[config.mk]
export PLATFORM = sky130hd
export DESIGN_NAME = fifo4_reader
export DESIGN_NICKNAME = d
export VERILOG_FILES = /design/src/rtl/fifo4_pkg.sv /design/src/rtl/sync_ff.sv /design/src/rtl/fifo4_reader.sv
export SDC_FILE = /design/constraint.sdc
export NUM_CORES = 1
export LEC_CHECK = 0
export CAP_MARGIN = 10
export CORE_ASPECT_RATIO = 0.8
export CORE_MARGIN = 2
export CORE_UTILIZATION = 45
export DETAILED_ROUTE_END_ITERATION = 10
export HOLD_SLACK_MARGIN = 0.08
export PLACE_DENSITY = 0.69
export SETUP_SLACK_MARGIN = 0.5
export SLEW_MARGIN = 20
export SYNTH_ARGS = -nofsm -noshare
export SYNTH_HDL_FRONTEND = slang
export SYNTH_SLANG_ARGS = --single-unit
[constraint.sdc]
create_clock -name clk -period 3.55 [get_ports clk]
set_input_delay 0.5325 -clock clk [delete_from_list [all_inputs] [get_ports clk]]
set_output_delay 0.5325 -clock clk [all_outputs]
set_load 0.01 [all_outputs]
[src/rtl/fifo4_pkg.sv]
// fifo4_pkg: shared definitions for the self-timed FIFO reader.
//   state_t        - reader FSM state encoding
//   *_MIN / *_MAX  - legal ranges of the fifo4_reader parameters
//   clamp()        - folds an out-of-range parameter into its legal range
package fifo4_pkg;

  typedef enum logic [2:0] {
    ST_IDLE    = 3'd0,
    ST_CAPTURE = 3'd1,
    ST_PULSE   = 3'd2,
    ST_SETTLE  = 3'd3,
    ST_ERROR   = 3'd4
  } state_t;

  localparam int SYNC_STAGES_MIN = 2;
  localparam int SYNC_STAGES_MAX = 4;
  localparam int PULSE_MIN_MIN   = 1;
  localparam int PULSE_MIN_MAX   = 15;
  localparam int SETTLE_MIN      = 1;
  localparam int SETTLE_MAX      = 15;
  localparam int TIMEOUT_MIN     = 8;
  localparam int TIMEOUT_MAX     = 255;

  function automatic int clamp(input int v, input int lo, input int hi);
    if (v < lo) return lo;
    if (v > hi) return hi;
    return v;
  endfunction

endpackage

[src/rtl/sync_ff.sv]
// sync_ff: multi-flop synchronizer for a single asynchronous level.
//   clk   - destination clock
//   rst_n - asynchronous active-low reset; all flops load RST_VAL
//   d     - asynchronous input level
//   q     - synchronized level, STAGES clocks behind d
module sync_ff #(
  parameter int   STAGES  = 2,
  parameter logic RST_VAL = 1'b1
) (
  input  logic clk,
  input  logic rst_n,
  input  logic d,
  output logic q
);

  logic [STAGES-1:0] ff;

  always_ff @(posedge clk or negedge rst_n) begin
    if (!rst_n) ff <= {STAGES{RST_VAL}};
    else        ff <= {ff[STAGES-2:0], d};
  end

  assign q = ff[STAGES-1];

endmodule

[src/rtl/fifo4_reader.sv]
// fifo4_reader: pulls words out of a self-timed 4-stage FIFO and presents
// them as a valid/ready stream through a 2-entry in-order buffer.
//   clk, clrn    - clock, asynchronous active-low reset
//   fifo_empty   - asynchronous empty flag (1 = output stage empty)
//   fifo_dout    - asynchronous output-stage data
//   fifo_read    - registered pop strobe, high only in PULSE
//   m_valid      - stream word present (occupancy != 0)
//   m_ready      - downstream accept
//   m_data       - stream word (buffer head)
//   occupancy    - words in the buffer (0..2)
//   timeout_err  - sticky: empty did not rise within TIMEOUT cycles of a read
//   fsm_state    - current FSM state, for observation
//
// Stream handshake: a word transfers on a rising edge where m_valid=1 and
// m_ready=1; m_data is held stable while m_valid=1 and m_ready=0, and
// m_valid never drops without a transfer (except on reset).
module fifo4_reader
  import fifo4_pkg::*;
#(
  parameter int SYNC_STAGES = 2,
  parameter int PULSE_MIN   = 2,
  parameter int SETTLE      = 3,
  parameter int TIMEOUT     = 64
) (
  input  logic       clk,
  input  logic       clrn,
  input  logic       fifo_empty,
  input  logic [7:0] fifo_dout,
  output logic       fifo_read,
  output logic       m_valid,
  input  logic       m_ready,
  output logic [7:0] m_data,
  output logic [1:0] occupancy,
  output logic       timeout_err,
  output state_t     fsm_state
);

  localparam int SYNC_N    = clamp(SYNC_STAGES, SYNC_STAGES_MIN, SYNC_STAGES_MAX);
  localparam int PULSE_N   = clamp(PULSE_MIN, PULSE_MIN_MIN, PULSE_MIN_MAX);
  localparam int SETTLE_N  = clamp(SETTLE, SETTLE_MIN, SETTLE_MAX);
  localparam int TIMEOUT_N = clamp(TIMEOUT, TIMEOUT_MIN, TIMEOUT_MAX);

  localparam logic [8:0] PULSE_W   = 9'(PULSE_N);
  localparam logic [8:0] SETTLE_W  = 9'(SETTLE_N);
  localparam logic [8:0] TIMEOUT_W = 9'(TIMEOUT_N);

  state_t      state_q, state_d;
  logic [7:0]  cnt_q, cnt_d;
  logic [8:0]  elapsed;
  logic        empty_s;
  logic        push, pop;
  logic [1:0]  occ_after;
  logic        head, tail;
  logic [7:0]  mem [2];

  // Reset value 1 keeps the reader idle until a real "not empty" has
  // crossed every stage after reset release.
  sync_ff #(.STAGES(SYNC_N), .RST_VAL(1'b1)) u_sync (
    .clk   (clk),
    .rst_n (clrn),
    .d     (fifo_empty),
    .q     (empty_s)
  );

  assign pop       = m_valid && m_ready;
  assign push      = (state_q == ST_CAPTURE);
  assign occ_after = occupancy - {1'b0, pop};
  // Cycles spent in the current state including this one.
  assign elapsed   = {1'b0, cnt_q} + 9'd1;

  always_comb begin
    state_d = state_q;
    cnt_d   = '0;
    case (state_q)
      ST_IDLE: begin
        if (!empty_s && occ_after < 2'd2) state_d = ST_CAPTURE;
      end
      ST_CAPTURE: state_d = ST_PULSE;
      ST_PULSE: begin
        if (empty_s && elapsed >= PULSE_W)        state_d = ST_SETTLE;
        else if (!empty_s && elapsed >= TIMEOUT_W) state_d = ST_ERROR;
        else                                       cnt_d   = elapsed[7:0];
      end
      ST_SETTLE: begin
        if (elapsed >= SETTLE_W) state_d = ST_IDLE;
        else                     cnt_d   = elapsed[7:0];
      end
      ST_ERROR: state_d = ST_ERROR;
      default:  state_d = ST_IDLE;
    endcase
  end

  // fifo_read comes straight from a flop so the FIFO never sees a glitch.
  always_ff @(posedge clk or negedge clrn) begin
    if (!clrn) begin
      state_q     <= ST_IDLE;
      cnt_q       <= '0;
      fifo_read   <= 1'b0;
      timeout_err <= 1'b0;
    end else begin
      state_q   <= state_d;
      cnt_q     <= cnt_d;
      fifo_read <= (state_d == ST_PULSE);
      if (state_d == ST_ERROR) timeout_err <= 1'b1;
    end
  end

  // Tail is computed from the pre-pop head, so a capture coinciding with a
  // pop at occupancy 1 lands behind the departing word.
  assign tail = head ^ occupancy[0];

  always_ff @(posedge clk or negedge clrn) begin
    if (!clrn) begin
      mem[0]    <= 8'h00;
      mem[1]    <= 8'h00;
      head      <= 1'b0;
      occupancy <= 2'd0;
    end else begin
      if (push) mem[tail] <= fifo_dout;
      if (pop)  head      <= ~head;
      case ({push, pop})
        2'b10:   occupancy <= occupancy + 2'd1;
        2'b01:   occupancy <= occupancy - 2'd1;
        default: occupancy <= occupancy;
      endcase
    end
  end

  assign m_valid   = (occupancy != 2'd0);
  assign m_data    = mem[head];
  assign fsm_state = state_q;

endmodule

* Word level (Yosys, flattened, before mapping)
Index checks and enable logic that the tools add are counted.
Word-level totals: flip-flop bits (word level) 34, input port bits 12, output and inout bits 16
Cells by class: add/subtract/negate cells 4, magnitude comparators 7, eq/ne operators 8, multiplexer cells 16, bitwise logic cells 4, reductions and logical operators 9
Operators with widths (count):
- $mux 8 | 7
- $ge 9x2->1 const B | 2
- $bwmux 16 | 1
- $pmux 8 s2 | 1
- $pmux 3 s5 | 1
- $mux 3 | 4
- $add 8x1->9 const B | 1
- $eq 3x2->1 const B | 3
- $ge 9x7->1 const B | 1
- $demux 8 s1 | 1
- $eq 3x3->1 const B | 2
- $logic_and 1x1->1 | 5
- $ge 2x2->1 const B | 2
- $not 1->2 | 2
- $pmux 2 s2 | 1
- $reduce_bool 2->1 | 2
- $eq 3x1->1 const B | 1
- $logic_not 3->1 | 1
- $add 2x1->2 const B | 1
- $eq 2x1->1 const B | 1
- $eq 2x2->1 const B | 1
- $lt 2x1->1 const B | 1
- $lt 2x2->1 const B | 1
- $sub 2x1->2 | 1
- 4 further kinds | 4

* Logic depth before layout (Yosys ltp)
Gate-level depths: netlist of the first run.
depth after elaboration 8, mapped depth 7, mapped depth without buffers 6

* Hierarchy
Synthesis of the first run repeated with hierarchy kept, for this count alone.
Unflattened totals: cell total of the unflattened synthesis 136, area, all modules 1610.3 um^2
Modules (own cells, without submodules):
- fifo4_reader | instances 1, cells an instance 134, area each 1557.7 um^2, sequential area each 800.8 um^2
- sync_ff | instances 1, cells an instance 2, area each 52.6 um^2, sequential area each 52.6 um^2

* Worst setup path before layout of the first run
Ideal clock, no wire load.
kind register -> register, start register cnt_q[0], end register cnt_q[0], setup time 104 ps, arrival 1658 ps, required time 3446 ps, setup slack 1788 ps, cell stages (with the launch flop) 7, buffers on the path 0, period minus slack after synthesis 1762 ps, cell sequence dfrtp_1 -> ha_1 -> nand3_1 -> o21a_1 -> nor2_4 -> nand4_4 -> a221oi_1
On the way: cells in the longest elaborated chain, start to end 6, elaborated cells on any way between the ends 10, those cells by class 1 x add/sub; 3 x order compare; 4 x mux; 2 x reduce/logical
Ends and longest elaborated chain:
- from (decl) | line fifo4_reader.sv:48 | logic [7:0] cnt_q, cnt_d;
- from (signal assigned) | line fifo4_reader.sv:102 | cnt_q <= cnt_d;
- $add 8x1->9 (*) | line fifo4_reader.sv:69 | assign elapsed = {1'b0, cnt_q} + 9'd1;
- $ge 9x7->1 | line fifo4_reader.sv:81 | else if (!empty_s && elapsed >= TIMEOUT_W) state_d = ST_ERROR;
- $logic_and 1x1->1 | line fifo4_reader.sv:81
- $mux 8 | line fifo4_reader.sv:81
- $mux 8 | line fifo4_reader.sv:80 | if (empty_s && elapsed >= PULSE_W) state_d = ST_SETTLE;
- $pmux 8 s2 (*) | line fifo4_reader.sv:74 | case (state_q)
- net cnt_d[0] | line fifo4_reader.sv:48
The timed path passes the listed nets; every way through them passes the cells marked *. A chain may end at the register's enable or synchronous reset.

* Worst setup path after layout of the first run
start register head, end output port m_data[4]
On the way: cells in the longest elaborated chain, start to end 4
Ends and longest elaborated chain:
- from (decl) | line fifo4_reader.sv:53 | logic head, tail;
- from (signal assigned) | line fifo4_reader.sv:120 | if (pop) head <= ~head;
- $not 1->2 (not written as such) | line fifo4_reader.sv:130 | assign m_data = mem[head];
- $mux 8 (not written as such) (3 in series) | line fifo4_reader.sv:130
- to (decl) | line fifo4_reader.sv:32 | output logic [7:0] m_data,
No other way between the ends. The select of a mux whose other input is x is not followed.

==> metrics.md, run 1 <==
| Metric | Value |
|---|---|
| Slew Viols, Final | 0 |
| Min Tclk post-route | 2330 ps |
| CORE AREA | 0.00373 mm^2 |
| Post-Syn Area | 0.00172 mm^2 |
| H-tree depth | 2 |
| Number of synthesis warnings | 0 |
| Hold endpoint | u_sync.ff[1]$_DFF_PN1_ |
| Top-count cell post-synth | dfrtp_1 |
| Pre-Repair DR Iteration Count | 4 |
| CTS resizes | 0 |
| Post-synth EDFFs | 0 |
| Top cells by area, synth | dfrtp_1 47%, mux2_2 10%, mux2_1 5.2% |
| RR Endpoint | cnt_q[0]$_DFF_PN0_ |
| Crit Path Max Fanout | 10 |
| Clk_lat worst skew | 280 ps |
| RSZ-0062 raised after global routing | false |
| Hold Path Stages | 0 |
| P&R area growth vs syn | 23.9% |
| Initial core utilization | a little under half |
| Cells after synthesis | 142 |
| Post-route setup TNS | 0 ps |
| Post-Synth Adder-Cell Area | 2.91% |
| MaxCap Viol Count | 0 |
| R2R Path Start | cnt_q[0]$_DFF_PN0_ |
| Num CTS Buffers | 5 |
| Share of cells above drive strength 1 | 22.2% |
| Multiplexer share of the synthesized area | ~16% |
| DP Wirelength | 2430 um |
| Post-Route WL | 3380 um |
| Yosys reg bits | 34 |
| Lkg Pwr | just under 0.9 nW |
| Final Wtd Congestion | ~0.95 |
| Layout Nets | 191 |
| CTS tree | yes |
| Max rail drop VDD | 0.431 mV |
| Grt met3 use | just over 7% |
| CTS root buf | clkbuf_8 |
| Post-Synth Simple-Gate Area | 14.7% |
| 1st-iter DRT viols | 72 |
| Syn Area/Cell | about 12 um^2 |
| Crit Path Category | reg -> out |
| Status | finished, final reports clean |
| Final setup viols | 0 |
| Fin. Hold Viols | 0 |
| Gr busiest metal | met2 |
| Post-synthesis compound-gate area fraction | 10.5% |
| Vias per cell | 5.56 |
| Largest net degree at the start of global routing | 35 |
| Hold Crit Class | reg -> reg |
| Initial antenna violation count | 0 |
| N_diodes | 0 |
| WP data required | 3020 ps |
| CP Launch Type | flip-flop |
| Die area | roughly 0.0043 mm^2 |
| PnR Total Power | roughly 1.6 mW |
| IO Port Bufs | 27 |
| Clock buffer depth | 2 |
| Sequential fraction of the synthesis area | approximately 50% |
| Asr flop ratio synth | 100% |
| Hold-fix buffers, CTS | 0 |
| Vias in the first global route | between 1k and 1.5k |
| Netlist cell types | 45 |
| Post-synth top area cell | dfrtp_1 |
| Grt met2 use | 25.6% |
| Gr ovfl total | 0 |
| Reg2Reg Depth | 5 |
| Crit path DAT | around 1800 ps |
| Wire length per cell | 15.4 um |
| Final period util | about two thirds |
| Clk slew on worst S/H paths | 70 ps |
| Xor and xnor fraction of the mapped netlist area | 3.57% |
| Vias post-DR | 1223 |
| Antenna-violating nets left | 0 |
| DR DRC count | 0 |
| Worst setup EP type | output pin |
| Largest family of logic cells by synthesized area | multiplexers |
| GRT Total Usage | 17.5% |
| # rows | 20 |
| Synth Flop Type | dfrtp_1 |
| Max Freq | 428 MHz |
| Chip Width | 73.1 um |
| Share of the synthesized area in the top cell type | a little under half |
| HP Start | u_sync.ff[0]$_DFF_PN1_ |
| PwrDens | 771 mW/mm^2 |
| # clock sinks | 34 |
| Reg2Reg Setup Slack | 1510 ps |
| Die Height | 59.3 um |
| I/O pin count | 28 |
| Clock skew | roughly 8.3 ps |
| Top cell types by occurrence after synthesis | 32 x dfrtp_1, 16 x mux2_2, 10 x nand2_1 |
| GRT met1 Usage | 23.8% |
| First-pass GRT wire length | 5660 um |
| Post-CTS Setup Inserts | 0 |
## through the flow
step	instances	area (um^2)	util [%]	setup slack [ps]	hold WS, ps
5_1_grt	220	2130	57.1	1120	386
2_1_floorplan	143	1720	-	1790	237
6_report	220	2130	57.1	1220	368
3_5_place_dp	212	2030	54.6	1510	350
3_3_place_gp	212	2030	54.6	1530	347
4_1_cts	220	2130	57.1	1190	368
## sequential cells by signal, indices dropped and copies added (netlist names)
| name | flops |
|---|---|
| timeout_err | 1 |
| fifo_read | 1 |
| u_sync.ff | 2 |
| fsm_state | 3 |
| mem | 16 |
| cnt_q | 8 |
| occupancy | 2 |
| head | 1 |
## cell families (layout without fill, tap and decap cells)
| kind of cell | after synthesis | in the layout |
|---|---|---|
| buffers and inverters | 10 | 43 |
| xor gates and xnor gates | 7 | 7 |
| adders and majority gates | 4 | 4 |
| muxes | 24 | 24 |
| AOI/OAI and AO/OA | 26 | 26 |
| other | 1 | 2 |
| DFF | 34 | 34 |
| and+or+nand+nor | 36 | 36 |
## worst max path at each step
stage	startpoint	end	depth (start not counted)
after floorplan	cnt_q[0]$_DFF_PN0_	cnt_q[0]$_DFF_PN0_	6
after global placement	head$_DFFE_PN0P_	m_data[4]	2
after detailed placement	head$_DFFE_PN0P_	m_data[4]	2
after CTS	head$_DFFE_PN0P_	m_data[4]	2
after global routing	head$_DFFE_PN0P_	m_data[4]	2
final	head$_DFFE_PN0P_	m_data[4]	2
## critical path, cell delays in order (launching register included)
cell	delay (ps)
dfrtp_1	640
mux2_2	390
clkdlybuf4s50_1	490
## cell usage in the layout (no fill, tap or decap), types with 2 or more instances in the layout
cell	n
xor2_1	5
nand3_1	2
o2111ai_1	2
dfstp_2	2
ha_1	4
mux2_2	16
a21oi_1	7
nor4_1	2
conb_1	2
and2_1	2
clkbuf_8	6
clkdlybuf4s50_1	27
inv_1	6
nand2_1	10
dfrtp_1	32
mux2_1	8
xnor2_1	2
a211oi_1	2
nor2_1	5
a31oi_1	5
o21ai_0	2
## final cells by class
class / count / area (um^2)
clock buffer: 6 / 82.6
clock inverter: 2 / 12.5
fill: 293 / 1600
inverter: 7 / 26.3
multi-input combinational: 99 / 822
sequential: 34 / 853
tap: 44 / 55.1
timing repair buffer: 28 / 278
## routing by layer
layer	up-vias	part of all wire [%]
met4	0	0.74
met5	-	0
met2	33	46
met3	4	5.4
li1	583	-
met1	603	48
## power breakdown
group,switching [mW],internal (mW),total [mW]
sequential,0.129,0.526,0.655
combinational,0.267,0.424,0.691
clock,0.140,0.156,0.296
total,0.536,1.11,1.64
(Power assumes the default switching activity.)
==> run 2: changes to the inputs <==
--- a/config.mk
+++ b/config.mk
@@ -11,7 +11,7 @@
 export CORE_UTILIZATION = 45
 export DETAILED_ROUTE_END_ITERATION = 10
 export HOLD_SLACK_MARGIN = 0.08
-export PLACE_DENSITY = 0.69
+export PLACE_DENSITY = 0.72
 export SETUP_SLACK_MARGIN = 0.5
 export SLEW_MARGIN = 20
 export SYNTH_ARGS = -nofsm -noshare
==> constraint.sdc (replaced) <==
create_clock -name clk -period 2 [get_ports clk]
set_input_delay 0.3 -clock clk [delete_from_list [all_inputs] [get_ports clk]]
set_output_delay 0.3 -clock clk [all_outputs]
set_load 0.01 [all_outputs]
==> metrics.md, run 2 (same netlist as run 1, synthesis figures left out) <==
| Metric | Value |
|---|---|
| R2R Path Start | cnt_q[1]$_DFF_PN0_ |
| HP Start | u_sync.ff[0]$_DFF_PN1_ |
| Lkg Pwr | 1.13 nW (+29%) |
| Commonest non-fill, non-tap cell in the layout | dfrtp_1 |
| IO Port Bufs | 27 (unchanged) |
| Footprint of the multi-input gates | 0.00107 mm^2 (+30%) |
| Die area | 0.00433 mm^2 (unchanged) |
| Initial core utilization | 46.1% (unchanged) |
| CP Launch Type | flip-flop |
| # clock sinks | 34 (unchanged) |
| Commonest cells after routing, fill and taps aside | 23 x dfrtp_1, 17 x buf_4, 15 x buf_6 |
| Crit Path Category | reg -> reg |
| Hold Crit Class | reg -> reg |
| Logic pwr share | 51.6% (+9.5 points) |
| First-pass GRT wire length | 6850 um (+21%) |
| CTS root buf | clkbuf_8 |
| Place WS | 154 ps (-1350 ps) |
| Clk slew on worst S/H paths | 70 ps (about the same) |
| Post-Route WL | 4430 um (+31%) |
| Filler cells | 250 (-15%) |
| P&R area growth vs syn | 52.5% |
| Largest net degree at the start of global routing | 35 (unchanged) |
| Final period util | between 90% and 100% |
| Clk_lat worst skew | 290 ps (about the same) |
| Int Pwr | 2.43 mW (+120%) |
| Max Freq | 555 MHz |
| Switching share of total power | 32.3% (-0.37 points) |
| Worst setup EP type | flip-flop |
| WP data required | 2200 ps (-820 ps) |
| Crit Path Max Fanout | 4 (-6) |
| Final setup viols | 0 (unchanged) |
| Post-route setup TNS | 0 ps (unchanged) |
| GRT Total Usage | 21.6% (+4.1 points) |
| Vias in the first global route | 1374 (+14%) |
| H-tree depth | 2 (unchanged) |
| Reg power frac | 31.3% (-8.6 points) |
| Max rail drop VDD | 0.894 mV (+110%) |
| # rows | 20 (unchanged) |
| Cell Count, Final, Fillers Out | 244 (+11%) |
| Initial antenna violation count | 0 (unchanged) |
| Routed met3 length | 181 um (-1.1%) |
| N_diodes | 0 (unchanged) |
| DP Wirelength | 2440 um (+0.46%) |
| Clock buffer depth | 2 (unchanged) |
| I/O pin count | 28 (unchanged) |
| Chip Width | 73.1 um (unchanged) |
| Antenna-violating nets left | 0 (unchanged) |
| Net Switching | 1.16 mW (+120%) |
| FF/Latch Area | 865 um^2 (+1.3%) |
| Final Wtd Congestion | 0.835 (-12%) |
| Met2 WL | 2230 um (+43%) |
| 1st-iter DRT viols | 96 (+33%) |
| Crit. Startpoint | cnt_q[1]$_DFF_PN0_ |
| Top Metal Used | met4 |
| Num CTS Buffers | 5 (unchanged) |
| Vias post-DR | 1401 (+15%) |
| Vias per cell | 5.74 (+3.3%) |
| Layout Nets | 215 (+13%) |
| Status | finished, final reports clean |
| Final core utilization | 70.3% (+13 points) |
| Die Height | 59.3 um (unchanged) |
| Clock skew | 3.53 ps (-4.73 ps) |
| Share of cells above drive strength 1 | 54.0% (+32 points) |
| Pre-Repair DR Iteration Count | 4 (unchanged) |
| Fin. Hold Viols | 0 (unchanged) |
| Max reg flops | 16 (unchanged) |
| DR DRC count | 0 (unchanged) |
| M1 WL | 1960 um (+22%) |
| RSZ-0062 raised after global routing | true |
| Min Tclk post-route | 1800 ps |
| Clk network pwr share | 17.1% (-0.9 points) |
| Wire length per cell | 18.2 um (+18%) |
| Hold-fix buffers, CTS | 0 (unchanged) |
| Worst Slack Setup Final | 199 ps (-1020 ps) |
| PwrDens | 1370 mW/mm^2 (+77%) |
| CORE AREA | 0.00373 mm^2 (unchanged) |
| Slew Viols, Final | 0 (unchanged) |
| MaxCap Viol Count | 0 (unchanged) |
| Placed cells | 214 (+0.94%) |
| Gr ovfl total | 0 (unchanged) |
| CTS tree | yes |
| Most flops, register | mem |
| Crit path DAT | 2000 ps (+200 ps) |
## run 2: area by class of cell
type	instances	share of cell area, %
clock buffer	7	2.91
clock inverter	1	1.15
inverter	7	1.00
multi-input combinational	99	40.9
sequential	34	33.0
tap	44	2.10
timing repair buffer	52	19.0
## run 2: power by group through the flow
| stage | clock network (mW) | registers, mW | logic, mW |
|---|---|---|---|
| 2_1_floorplan | 0 | 1.11 | 0.769 |
| 3_3_place_gp | 0 | 1.14 | 1.26 |
| 3_5_place_dp | 0 | 1.16 | 1.28 |
| 4_1_cts | 0.624 | 1.09 | 1.56 |
| 5_1_grt | 0.657 | 1.15 | 1.97 |
| 6_report | 0.612 | 1.12 | 1.85 |
## run 2: repair_timing
item,CTS,global route
pin swaps,14,15
resized for setup,73,32
setup buffers,19,3
setup endpoints to repair,42,37
## run 2: stage by stage
| stage | hold WS (ps) | instance area (um^2) | power [mW] |
|---|---|---|---|
| after detailed placement | 355 | 2090 | 2.44 |
| final | 362 | 2620 | 3.59 |
| after CTS | 364 | 2470 | 3.28 |
| after floorplan | 4.41 | 1760 | 1.88 |
| after global routing | 372 | 2620 | 3.77 |
| after global placement | 349 | 2090 | 2.40 |
## run 2: critical path, cell delays in order (launching register included)
cell and delay [ps]:
dfrtp_2 450, buf_4 170, a21boi_4 180, a31oi_4 130, nor4_4 320, nand2_2 170, a221oi_2 290
## run 2: worst paths after layout
kind	to	slack (ps)	cells after the start
max	cnt_q[0]$_DFF_PN0_	200	6
min	u_sync.ff[1]$_DFF_PN1_	360	0
max reg2reg	cnt_q[0]$_DFF_PN0_	200	6
min reg2reg	u_sync.ff[1]$_DFF_PN1_	360	0
max in group asynchronous	u_sync.ff[1]$_DFF_PN1_	1240	2
min in group asynchronous	timeout_err$_DFFE_PN0N_	420	2
## run 2: per-layer routing
metal	global-route usage, %	up-vias
met5	0	-
met4	7.67	0
met3	5.95	8
met2	35.9	37
met1	27.2	729
li1	-	627
